File: src/rtl/serial_mp_add_sub_pkg.sv
// Shared types and helpers for the word-serial multi-precision adder/subtractor.
package serial_mp_add_sub_pkg;

  localparam int unsigned RADIX_DEF     = 32;
  localparam int unsigned NUM_WORDS_DEF = 14;

  typedef enum logic {
    OP_ADD = 1'b0,
    OP_SUB = 1'b1
  } op_e;

  typedef enum logic [1:0] {
    ST_IDLE = 2'd0,
    ST_RUN  = 2'd1,
    ST_DONE = 2'd2
  } state_e;

  // Word-address width for n words; never less than one bit so N=1 still has an address port.
  function automatic int unsigned addr_width(input int unsigned n);
    int unsigned w;
    w = 1;
    while ((32'd1 << w) < n) w++;
    return w;
  endfunction

endpackage

File: src/rtl/serial_mp_add_sub_unit_adder.sv
// One-word adder with carry in/out; purely combinational.
module serial_mp_add_sub_unit_adder #(
  parameter int unsigned RADIX = 32
) (
  input  logic [RADIX-1:0] din_a,
  input  logic [RADIX-1:0] din_b,
  input  logic             carry_in,
  output logic [RADIX-1:0] sum_c,
  output logic             carry_out_c
);

  logic [RADIX:0] full_c;

  assign full_c      = {1'b0, din_a} + {1'b0, din_b} + (RADIX+1)'(carry_in);
  assign sum_c       = full_c[RADIX-1:0];
  assign carry_out_c = full_c[RADIX];

endmodule

File: src/rtl/serial_mp_add_sub.sv
// Word-serial a+b / a-b over NUM_WORDS words streamed LSW first from operand RAMs to a result RAM.
module serial_mp_add_sub
  import serial_mp_add_sub_pkg::*;
#(
  parameter int unsigned RADIX     = RADIX_DEF,
  parameter int unsigned NUM_WORDS = NUM_WORDS_DEF,
  parameter int unsigned ADDR_W    = addr_width(NUM_WORDS)
) (
  input  logic              clk,
  input  logic              rst,
  input  logic              start,
  input  logic              sub,
  output logic              busy,
  output logic              done,
  output logic              carry_borrow,
  output logic              rd_en,
  output logic [ADDR_W-1:0] rd_addr,
  input  logic [RADIX-1:0]  a_word,
  input  logic [RADIX-1:0]  b_word,
  output logic              wr_en,
  output logic [ADDR_W-1:0] wr_addr,
  output logic [RADIX-1:0]  wr_data
);

  localparam logic [ADDR_W-1:0] LAST_ADDR = ADDR_W'(NUM_WORDS - 1);

  state_e            state, state_d;
  op_e               op_q, op_d;
  logic              carry_q, carry_d;
  logic              rd_valid_q, rd_valid_d;
  logic [ADDR_W-1:0] wr_cnt_q, wr_cnt_d;

  logic              busy_d, done_d, carry_borrow_d;
  logic              rd_en_d, wr_en_d;
  logic [ADDR_W-1:0] rd_addr_d, wr_addr_d;
  logic [RADIX-1:0]  wr_data_d;

  logic [RADIX-1:0]  b_eff_c;
  logic [RADIX-1:0]  sum_c;
  logic              carry_out_c;

  // Subtraction is a + ~b with the carry chain seeded to 1 at start.
  assign b_eff_c = (op_q == OP_SUB) ? ~b_word : b_word;

  serial_mp_add_sub_unit_adder #(
    .RADIX (RADIX)
  ) u_unit_adder (
    .din_a       (a_word),
    .din_b       (b_eff_c),
    .carry_in    (carry_q),
    .sum_c       (sum_c),
    .carry_out_c (carry_out_c)
  );

  // Next-state and next-output logic.
  always_comb begin
    state_d        = state;
    op_d           = op_q;
    carry_d        = carry_q;
    rd_valid_d     = 1'b0;
    wr_cnt_d       = wr_cnt_q;
    busy_d         = busy;
    done_d         = 1'b0;
    carry_borrow_d = carry_borrow;
    rd_en_d        = 1'b0;
    rd_addr_d      = rd_addr;
    wr_en_d        = 1'b0;
    wr_addr_d      = wr_addr;
    wr_data_d      = wr_data;

    unique case (state)
      ST_IDLE: begin
        if (start) begin
          state_d   = ST_RUN;
          op_d      = op_e'(sub);
          carry_d   = sub;
          busy_d    = 1'b1;
          rd_en_d   = 1'b1;
          rd_addr_d = '0;
          wr_cnt_d  = '0;
        end
      end
      ST_RUN: begin
        rd_valid_d = rd_en;
        if (rd_en && (rd_addr != LAST_ADDR)) begin
          rd_en_d   = 1'b1;
          rd_addr_d = rd_addr + ADDR_W'(1);
        end
        if (rd_valid_q) begin
          wr_en_d   = 1'b1;
          wr_addr_d = wr_cnt_q;
          wr_data_d = sum_c;
          carry_d   = carry_out_c;
          wr_cnt_d  = wr_cnt_q + ADDR_W'(1);
        end
        // Finish once the last result word is on the write port.
        if (wr_en && (wr_addr == LAST_ADDR)) begin
          state_d        = ST_DONE;
          busy_d         = 1'b0;
          done_d         = 1'b1;
          carry_borrow_d = (op_q == OP_SUB) ? ~carry_q : carry_q;
        end
      end
      ST_DONE: begin
        state_d = ST_IDLE;
      end
      default: begin
        state_d = ST_IDLE;
      end
    endcase
  end

  always_ff @(posedge clk) begin
    if (rst) begin
      state        <= ST_IDLE;
      op_q         <= OP_ADD;
      carry_q      <= 1'b0;
      rd_valid_q   <= 1'b0;
      wr_cnt_q     <= '0;
      busy         <= 1'b0;
      done         <= 1'b0;
      carry_borrow <= 1'b0;
      rd_en        <= 1'b0;
      rd_addr      <= '0;
      wr_en        <= 1'b0;
      wr_addr      <= '0;
      wr_data      <= '0;
    end else begin
      state        <= state_d;
      op_q         <= op_d;
      carry_q      <= carry_d;
      rd_valid_q   <= rd_valid_d;
      wr_cnt_q     <= wr_cnt_d;
      busy         <= busy_d;
      done         <= done_d;
      carry_borrow <= carry_borrow_d;
      rd_en        <= rd_en_d;
      rd_addr      <= rd_addr_d;
      wr_en        <= wr_en_d;
      wr_addr      <= wr_addr_d;
      wr_data      <= wr_data_d;
    end
  end

endmodule
File: config.mk
export PLATFORM = sky130hd
export DESIGN_NAME = serial_mp_add_sub
export DESIGN_NICKNAME = d
export VERILOG_FILES = /design/src/rtl/serial_mp_add_sub_pkg.sv /design/src/rtl/serial_mp_add_sub_unit_adder.sv /design/src/rtl/serial_mp_add_sub.sv
export SDC_FILE = /design/constraint.sdc
export NUM_CORES = 1
export LEC_CHECK = 0
export ABC_AREA = 1
export CAP_MARGIN = 20
export CORE_MARGIN = 3
export CORE_UTILIZATION = 36
export CTS_CLUSTER_SIZE = 25
export DETAILED_ROUTE_END_ITERATION = 10
export SLEW_MARGIN = 15
export SYNTH_ARGS = -nofsm -noshare
export SYNTH_HDL_FRONTEND = slang
export SYNTH_SLANG_ARGS = --single-unit
File: constraint.sdc
create_clock -name clk -period 2.8 [get_ports clk]
set_input_delay 0.42 -clock clk [delete_from_list [all_inputs] [get_ports clk]]
set_output_delay 0.42 -clock clk [all_outputs]
set_load 0.03 [all_outputs]
# Word level (Yosys, flattened, before mapping)
# Cells that the tools add are included.
[totals]
register_bits = 54
output_inout_bits = 45
word_cells = 60
[classes]
addsub = 4
n_eq_ne = 7
muxes = 21
bitwise = 3
n_reduce_logical = 12
[ops]
columns = ["op", "n"]
rows = [
  ["$add A32 B32 Y33", 1],
  ["$add A33 B1 Y33", 1],
  ["$mux W32", 1],
  ["$not A32 Y32", 1],
  ["$pmux W4 S2", 2],
  ["$mux W4", 3],
  ["$mux W1", 9],
  ["$reduce_and A3 Y1", 3],
  ["$add A4 B1 Y4 const B", 2],
  ["$ne A2 B2 Y1 const B", 4],
  ["$reduce_and A2 Y1", 4],
  ["$pmux W1 S2", 3],
  ["$eq A4 B4 Y1 const B", 1],
  ["$mux W2", 2],
  ["$ne A4 B4 Y1 const B", 1],
  ["$pmux W2 S2", 1],
  ["$eq A2 B1 Y1 const B", 1],
  ["$logic_and A1 B1 Y1", 2],
  ["$logic_not A2 Y1", 1],
  ["$not A1 Y1", 2],
  ["$reduce_bool A2 Y1", 1],
  ["$reduce_or A2 Y1", 1],
]

# Logic depth before layout (Yosys ltp)
# Gate-level depths: netlist of run 1.
[logic_depth]
word_depth = 6
ltp_mapped = 18
mapped_depth_nobuf = 16

# Cells and area by module
# A second synthesis of run 1 with hierarchy kept.
[unflattened]
cells_unflattened = 807
area_unflattened_um2 = 4745.8
[modules_own_cells]
columns = ["mod", "n_inst", "cells_each", "area_each_um2", "seq_area_each_um2"]
rows = [
  ["serial_mp_add_sub_unit_adder", 1, 505, 2393.5, 0.0],
  ["serial_mp_add_sub", 1, 302, 2352.3, 1081.0],
]

# Least setup slack after synthesis of run 1
# Ideal clock, no wire load.
[synth_timing]
path_kind = "register -> register"
start = "register op_q"
end = "register wr_data[30]"
setup_ns = 0.109
arrival_ns = 2.393
t_required_ns = 2.691
path_slack_ns = 0.298
path_stages_with_launch = 19
period_less_slack_ns = 2.502
cell_sequence = "dfxtp_1 > clkbuf_1 > buf_2 > xnor2_1 > fa_1 > inv_1 > fa_1 > nand2_1 > nand2_1 > nand3_1 > nand2_2 > nand2_1 > nand2_2 > nand2_1 > nand2_1 > nand2_1 > nand3_1 > nand2_1 > inv_1"
[synth_between]
elab_chain_len = 3
[synth_lines]
columns = ["item", "line_no", "text"]
rows = [
  ["from (decl)", "serial_mp_add_sub.sv:28", "op_e op_q, op_d;"],
  ["from (signal assigned)", "serial_mp_add_sub.sv:130", "op_q <= op_d;"],
  ["$mux W32", "serial_mp_add_sub.sv:43", "assign b_eff_c = (op_q == OP_SUB) ? ~b_word : b_word;"],
  ["$add A32 B32 Y33", "serial_mp_add_sub_unit_adder.sv:14", "assign full_c = {1'b0, din_a} + {1'b0, din_b} + (RADIX+1)'(carry_in);"],
  ["$add A33 B1 Y33", "serial_mp_add_sub_unit_adder.sv:14", ""],
  ["to (signal assigned)", "serial_mp_add_sub.sv:141", "wr_data <= wr_data_d;"],
  ["to (decl)", "serial_mp_add_sub.sv:22", "output logic [RADIX-1:0] wr_data"],
]
# No other way between the ends.
# A chain may end at the register's enable or synchronous reset.

# Final worst setup path of run 1
[layout_timing]
start = "input port b_word[0]"
end = "register wr_data[30]"
[layout_between]
elab_chain_len = 4
[layout_lines]
columns = ["item", "line_no", "text"]
rows = [
  ["from (decl)", "serial_mp_add_sub.sv:19", "input logic [RADIX-1:0] b_word,"],
  ["$not A32 Y32", "serial_mp_add_sub.sv:43", ""],
  ["$mux W32 *", "serial_mp_add_sub.sv:43", ""],
  ["$add A32 B32 Y33 *", "serial_mp_add_sub_unit_adder.sv:14", ""],
  ["$add A33 B1 Y33 *", "serial_mp_add_sub_unit_adder.sv:14", ""],
]
# Every way passes the cells marked *; elsewhere a longest branch is shown, timed or not.

==> metrics.md, run 1 <==
| Metric | Value |
|---|---|
| Share of cells above drive strength 1 | `4.75%` |
| Die area | `14800 um^2` |
| Antenna violations before repair | `0` |
| Setup Viol. Count Final | `0` |
| Detailed Route Iter0 Violations | `218` |
| Largest net degree at the start of global routing | `35` |
| Yosys warning total | `0` |
| Die Wd | `122 um` |
| Crit path time final | `2420 ps` |
| CTS sink count | `54` |
| Core ar. | `12800 um^2` |
| Mapped Nets | `898` |
| Clock Path Buffers | `2` |
| Max Cap Viol | `0` |
| Fin nets | `1009` |
| Post-synth EDFFs | `0` |
| Status | `finished, final reports clean` |
| Num ports | `113` |
| Top_reg_cell synth | `dfxtp_1` |
| Routed met2 length | `5.98 mm` |
| Final Hold Fails | `0` |
| Placed Cells incl. Taps | `1070` |
| Synth top cells by count | `nand2_1 (247), inv_1 (151), nor2_1 (66)` |
| Congestion Overflow GR | `0` |
| Most common cell in the netlist | `nand2_1` |
| Die height | `122 um` |
| Relative slew slack | `70.6%` |
| Fin Setup TNS | `0 ps` |
| WL/cell | `12.1 um` |
| Setup Fix Bufs, Post-CTS | `0` |
| Crit Path Class | `input pin to register` |
| Highest clock rate | `414 MHz` |
| M1 WL | `6.31 mm` |
| Vias per cell | `4.48` |
| Rows | `41` |
| Final hold slack | `469 ps` |
| Clock Latency Late Sink | `290 ps` |
| Number of global-route vias before repair | `4540` |
| Arrival time worst endpoint | `2610 ps` |
| Antenna-violating nets left | `0` |
| Largest area contributor in the netlist | `dfxtp_1` |
| RSZ-0062 raised after global routing | `no` |
| Highest routed layer | `met4` |
| Worst vdd ir | `0.216 mV` |
| DP Wirelength | `10.9 mm` |
| Finished Layout Cells | `1078` |
| Initial Util | `37.5%` |
| Post-synth ARST share | `0%` |
| Critical Path Start Type | `input pin` |
| Post-Syn Area | `4810 um^2` |
| Cells after Synth | `794` |
| Synthesized area per cell | `6.06 um^2` |
| CTS Buf Count | `5` |
| First-pass GRT wire length | `21.6 mm` |
| Data required, critical path | `2990 ps` |
| Total track usage | `18.1%` |
| Lkg Pwr | `3.35 nW` |
| Hold Path Class | `register to register` |
| Detailed-router iteration count before antenna repair | `4` |
| Yosys cell types | `33` |
| CTS Hold Bufs | `0` |
| Slew Limit Fails | `0` |
| Endpoint type of the worst setup path | `register` |
| Worst clock skew | `7.58 ps` |
| Drt drc | `0` |
| Layout area overhead | `30.8%` |
| ANT cells | `0` |
| Routed wl met3 | `631 um` |
| PortBufs | `112` |
| Vias | `4831` |
| Final wirelength | `13.1 mm` |
| Final Cycle Share | `86.4%` |
| PwrDens | `412 nW/um^2` |
| Reg clk slew, reported paths | `80 ps` |
| Sequential fraction of the synthesis area | `22.5%` |
| Top-area cell type share of the netlist area | `22.5%` |
| Root buffer cell | `clkbuf_16` |
| CTS resizes | `0` |
| Worst Max-Slew Pin Slew | `441 ps` |
| CTS tree | `built` |
| Crit Path Max Fanout | `3` |
| H-tree levels | `2` |
| Yosys reg bits | `54` |
| Routability congestion estimate | `0.875` |
| Top cells by area, synth | `dfxtp_1 (22%), nand2_1 (19%), inv_1 (12%), ha_1 (8.8%), xor2_1 (7.5%)` |
-- cells by family (layout without fill, tap and decap cells) --
kind of cell / count (synthesis) / count (layout) / share of synthesized area, %
AO/OA/AOI/OAI: 98 / 98 / 11.6
AND/OR/NAND/NOR: 391 / 391 / 34.2
adder cells (fa/ha/maj): 36 / 36 / 9.67
flip-flops: 54 / 54 / 22.5
buffers and inverters: 168 / 280 / 13.5
XOR/XNOR: 47 / 47 / 8.55
-- per-layer routing --
| layer | global-route usage, % | vias to the layer above |
|---|---|---|
| li1 | - | 2661 |
| met4 | 3.99 | 0 |
| met3 | 2.37 | 11 |
| met5 | 0 | - |
| met2 | 31.1 | 97 |
| met1 | 24.4 | 2062 |
-- report_power, final --
group,total [mW],switching (mW),leakage (nW),internal (mW)
combinational,1.16,0.707,2.84,0.449
sequential,0.790,0.00949,0.437,0.780
clock,0.646,0.305,0.0759,0.342
-- area by class of cell --
class | count | area (um^2)
clock inverter | 3 | 28.8
multi-input combinational | 572 | 3080
fill | 1379 | 6530
clock buffer | 5 | 125
timing repair buffer | 119 | 1190
tap | 172 | 215
inverter | 153 | 574
sequential | 54 | 1080
-- state kept, by name, indices dropped and copies added (netlist names) --
register / cells
wr_addr: 4
rd_addr: 4
carry_q: 1
rd_en: 1
wr_data: 32
rd_valid_q: 1
state: 2
op_q: 1
wr_en: 1
done: 1
wr_cnt_q: 4
busy: 1
carry_borrow: 1
-- metrics by stage --
stage	total power [mW]	area [um^2]	util (%)	setup slack, ps
finish	2.59	6290	49.1	382
detailed placement	1.97	6140	47.9	77.9
global placement	1.96	6140	47.9	117
global route	2.81	6290	49.1	195
CTS	2.63	6290	49.1	366
floorplan	1.62	4810	-	298
-- final timing paths --
| path | end | cells after the start | slack, ps | startpoint |
|---|---|---|---|---|
| worst min-delay path | carry_borrow | 2 | 470 | carry_borrow |
| worst min register to register | carry_borrow | 2 | 470 | carry_borrow |
| worst max register to register | wr_data[9] | 13 | 440 | op_q |
| worst max-delay path | wr_data[30] | 17 | 380 | b_word[0] |
-- worst max-delay path, cell delays in order --
cell,delay [ps]
clkdlybuf4s50_1,470
xnor2_1,130
fa_1,200
inv_1,60
fa_1,400
nand2_1,140
nand2_1,100
nand3_1,90
nand2_2,70
nand2_1,90
nand2_2,80
nand2_1,90
nand2_1,50
nand2_1,50
nand3_1,60
nand2_1,60
inv_1,30
-- cells in the final DEF, fill, tap and decap left out, types with 3 or more instances in the layout --
master / count
a21oi_1: 44
and3_1: 4
buf_4: 6
clkbuf_16: 5
clkdlybuf4s50_1: 112
dfxtp_1: 53
ha_1: 34
inv_1: 151
nand2_1: 247
nand2_2: 12
nand3_1: 35
nand3_2: 4
nand4_1: 4
nor2_1: 66
nor2_2: 3
nor3_1: 8
o21a_1: 11
o21ai_0: 27
o21bai_1: 11
xnor2_1: 6
xor2_1: 41
Note: power is estimated with default switching activity, not from simulation.
==> inputs of run 2 (changes only) <==
CORE_UTILIZATION = 51   (was 36)
PLACE_DENSITY = 0.82   (was not set)
SYNTH_HIERARCHICAL = 1   (was not set)
==> run 2 against run 1 <==
  * Clock power fell by 14%
  * Cell area fell by 3.2%
  * Total power fell by 1.8%
  * Critical path type unchanged
  * Critical endpoint is now carry_q
  * Highest routed layer unchanged
==> metrics.md, run 2 <==
| Metric | Value |
|---|---|
| PwrDens | `418 nW/um^2` |
| Relative slew slack | `54.7%` |
| Largest net degree at the start of global routing | `40` |
| Post-place setup slack | `-78.3 ps` |
| Final wirelength | `13.0 mm` |
| Top delay family on crit path | `simple AND/OR/NAND/NOR gates` |
| Die height | `102 um` |
| CP max stage delay | `450 ps` |
| Largest area contributor in the netlist | `dfxtp_1` |
| Detailed Route Iter0 Violations | `249` |
| Top cells by area, synth | `dfxtp_1 (23%), nand2_1 (20%), inv_1 (10%), nor2_1 (10%), ha_1 (9.0%)` |
| Post-synth EDFFs | `0` |
| Clock Path Buffers | `2` |
| Cells after Synth | `807` |
| Synth top cells by count | `nand2_1 (256), inv_1 (130), nor2_1 (128)` |
| CTS resizes | `0` |
| Status | `finished, final reports clean` |
| Most common cell in the netlist | `nand2_1` |
| Slowest stage cell, crit path | `fa_1` |
| Setup Fix Bufs, Post-CTS | `0` |
| PortBufs | `112` |
| Top_reg_cell synth | `dfxtp_1` |
| Core ar. | `8890 um^2` |
| DP Wirelength | `10.7 mm` |
| Number of global-route vias before repair | `4936` |
| Setup Viol. Count Final | `0` |
| Hold Path Class | `register to register` |
| Largest Register | `wr_data` |
| Placed Cells incl. Taps | `1019` |
| Die area | `10500 um^2` |
| Layout area overhead | `28.3%` |
| Final Util | `68.5%` |
| Commonest non-fill, non-tap cell in the layout | `nand2_1` |
| Crit Path Max Fanout | `4` |
| Final Cycle Share | `91.2%` |
| Rows | `34` |
| Yosys warning total | `6` |
| Detailed-router iteration count before antenna repair | `5` |
| Grt met1 use | `30.4%` |
| Routability congestion estimate | `0.885` |
| Sequential fraction of the synthesis area | `22.8%` |
| Root buffer cell | `clkbuf_8` |
| Crit Path Class | `input pin to register` |
| Post-synth ARST share | `0%` |
| Reg clk slew, reported paths | `110 ps` |
| Clock Latency Late Sink | `320 ps` |
| Post-Syn Area | `4750 um^2` |
| Final instance area | `6090 um^2` |
| Vias per cell | `5.05` |
| Placement Cell Area | `5970 um^2` |
| Highest clock rate | `392 MHz` |
| Max FFs per register | `32` |
| Slew Limit Fails | `0` |
| Fin nets | `1022` |
| Setup slack after layout | `247 ps` |
| Met2 Use GR | `45.9%` |
| Yosys reg bits | `54` |
| Critical Path Start Type | `input pin` |
| Finished Layout Cells | `1027` |
| Mapped Nets | `911` |
| H-tree levels | `2` |
| Data required, critical path | `3010 ps` |
| GR peak layer | `met2` |
| Top-area cell type share of the netlist area | `22.8%` |
| Total track usage | `25.4%` |
| Yosys cell types | `30` |
| Worst vdd ir | `0.302 mV` |
| Vias | `5185` |
| Crit path time final | `2550 ps` |
| Synthesized area per cell | `5.88 um^2` |
| WL/cell | `12.7 um` |
| Arrival time worst endpoint | `2760 ps` |
| CTS sink count | `54` |
| First-pass GRT wire length | `21.6 mm` |
| Share of cells above drive strength 1 | `3.59%` |
| Grt met3 use | `4.44%` |
| Worst clock skew | `16.5 ps` |
| Congestion Overflow GR | `0` |
| Worst Max-Slew Pin Slew | `679 ps` |
| ANT cells | `0` |
| CTS tree | `built` |
| RSZ-0062 raised after global routing | `no` |
| Drt drc | `0` |
| Power, Total | `2.54 mW` |
| Lkg Pwr | `3.34 nW` |
| Antenna-violating nets left | `0` |
| Antenna violations before repair | `0` |
| Max Cap Viol | `0` |
| Initial Util | `53.4%` |
| Num ports | `113` |
| Buf+Inv Stages, Crit Path | `1` |
| Most frequent CP cell | `nand2_1` |
| Die Wd | `102 um` |
| CTS Hold Bufs | `0` |
| Final Hold Fails | `0` |
| Endpoint type of the worst setup path | `register` |
| CTS Buf Count | `5` |
| Most frequent cells in the layout | `nand2_1 (256), inv_1 (130), nor2_1 (128)` |
| Critical-path cell list | `clkdlybuf4s50_1 > xor2_1 > fa_1 > fa_1 > nand3_1 > nand3_1 > nand2_1 > nand2_2 > nand3_1 > nand3_1 > nand2_1 > nand2_1 > nand2_1 > nand2_1 > nor2_1 > nor2_1` |
-- run 2: layout make-up --
class | count | area [um^2]
Inverter | 131 | 492
Clock inverter | 2 | 38.8
Sequential cell | 54 | 1080
Clock buffer | 6 | 82.6
Timing Repair Buffer | 121 | 1200
Tap cell | 108 | 135
Fill cell | 828 | 2800
Multi-Input combinational cell | 605 | 3060
-- run 2: stage by stage --
step                      hold WS, ps  setup TNS (ps)
after floorplan                   457               0
after global placement            431           -50.2
after detailed placement          443            -163
after CTS                         459               0
after global routing              480               0
final                             458               0
-- run 2: tightest hold or removal path, stage by stage, from the launching register on --
cell and delay [ps]:
dfxtp_1 330, inv_1 50, a21oi_1 50
-- run 2: worst paths after layout --
check	startpoint	endpoint	slack (ps)	cells past startpoint
worst max-delay path	b_word[0]	carry_q	250	16
worst min-delay path	carry_borrow	carry_borrow	460	2
worst max register to register	op_q	wr_data[29]	340	14
worst min register to register	carry_borrow	carry_borrow	460	2
-- run 2: kinds of logic after synthesis --
kind of cell             Yosys count  share of synthesized area [%]
AND/OR/NAND/NOR                  447                           37.9
buffers and inverters            148                           12.8
AO/OA/AOI/OAI                     74                           7.91
flip-flops                        54                           22.8
XOR/XNOR                          48                           8.86
adder cells (fa/ha/maj)           36                           9.81
-- run 2: where the power goes --
group / internal (mW) / total, mW / switching [mW]
Combinational: 0.465 / 1.19 / 0.726
Sequential: 0.782 / 0.794 / 0.0119
Clock: 0.294 / 0.558 / 0.264
-- run 2: per-layer routing --
metal | share of wire [%] | up-vias
met1 | 43 | 2325
li1 | - | 2666
met5 | 0 | -
met2 | 49 | 160
met3 | 5.5 | 34
met4 | 2.7 | 0
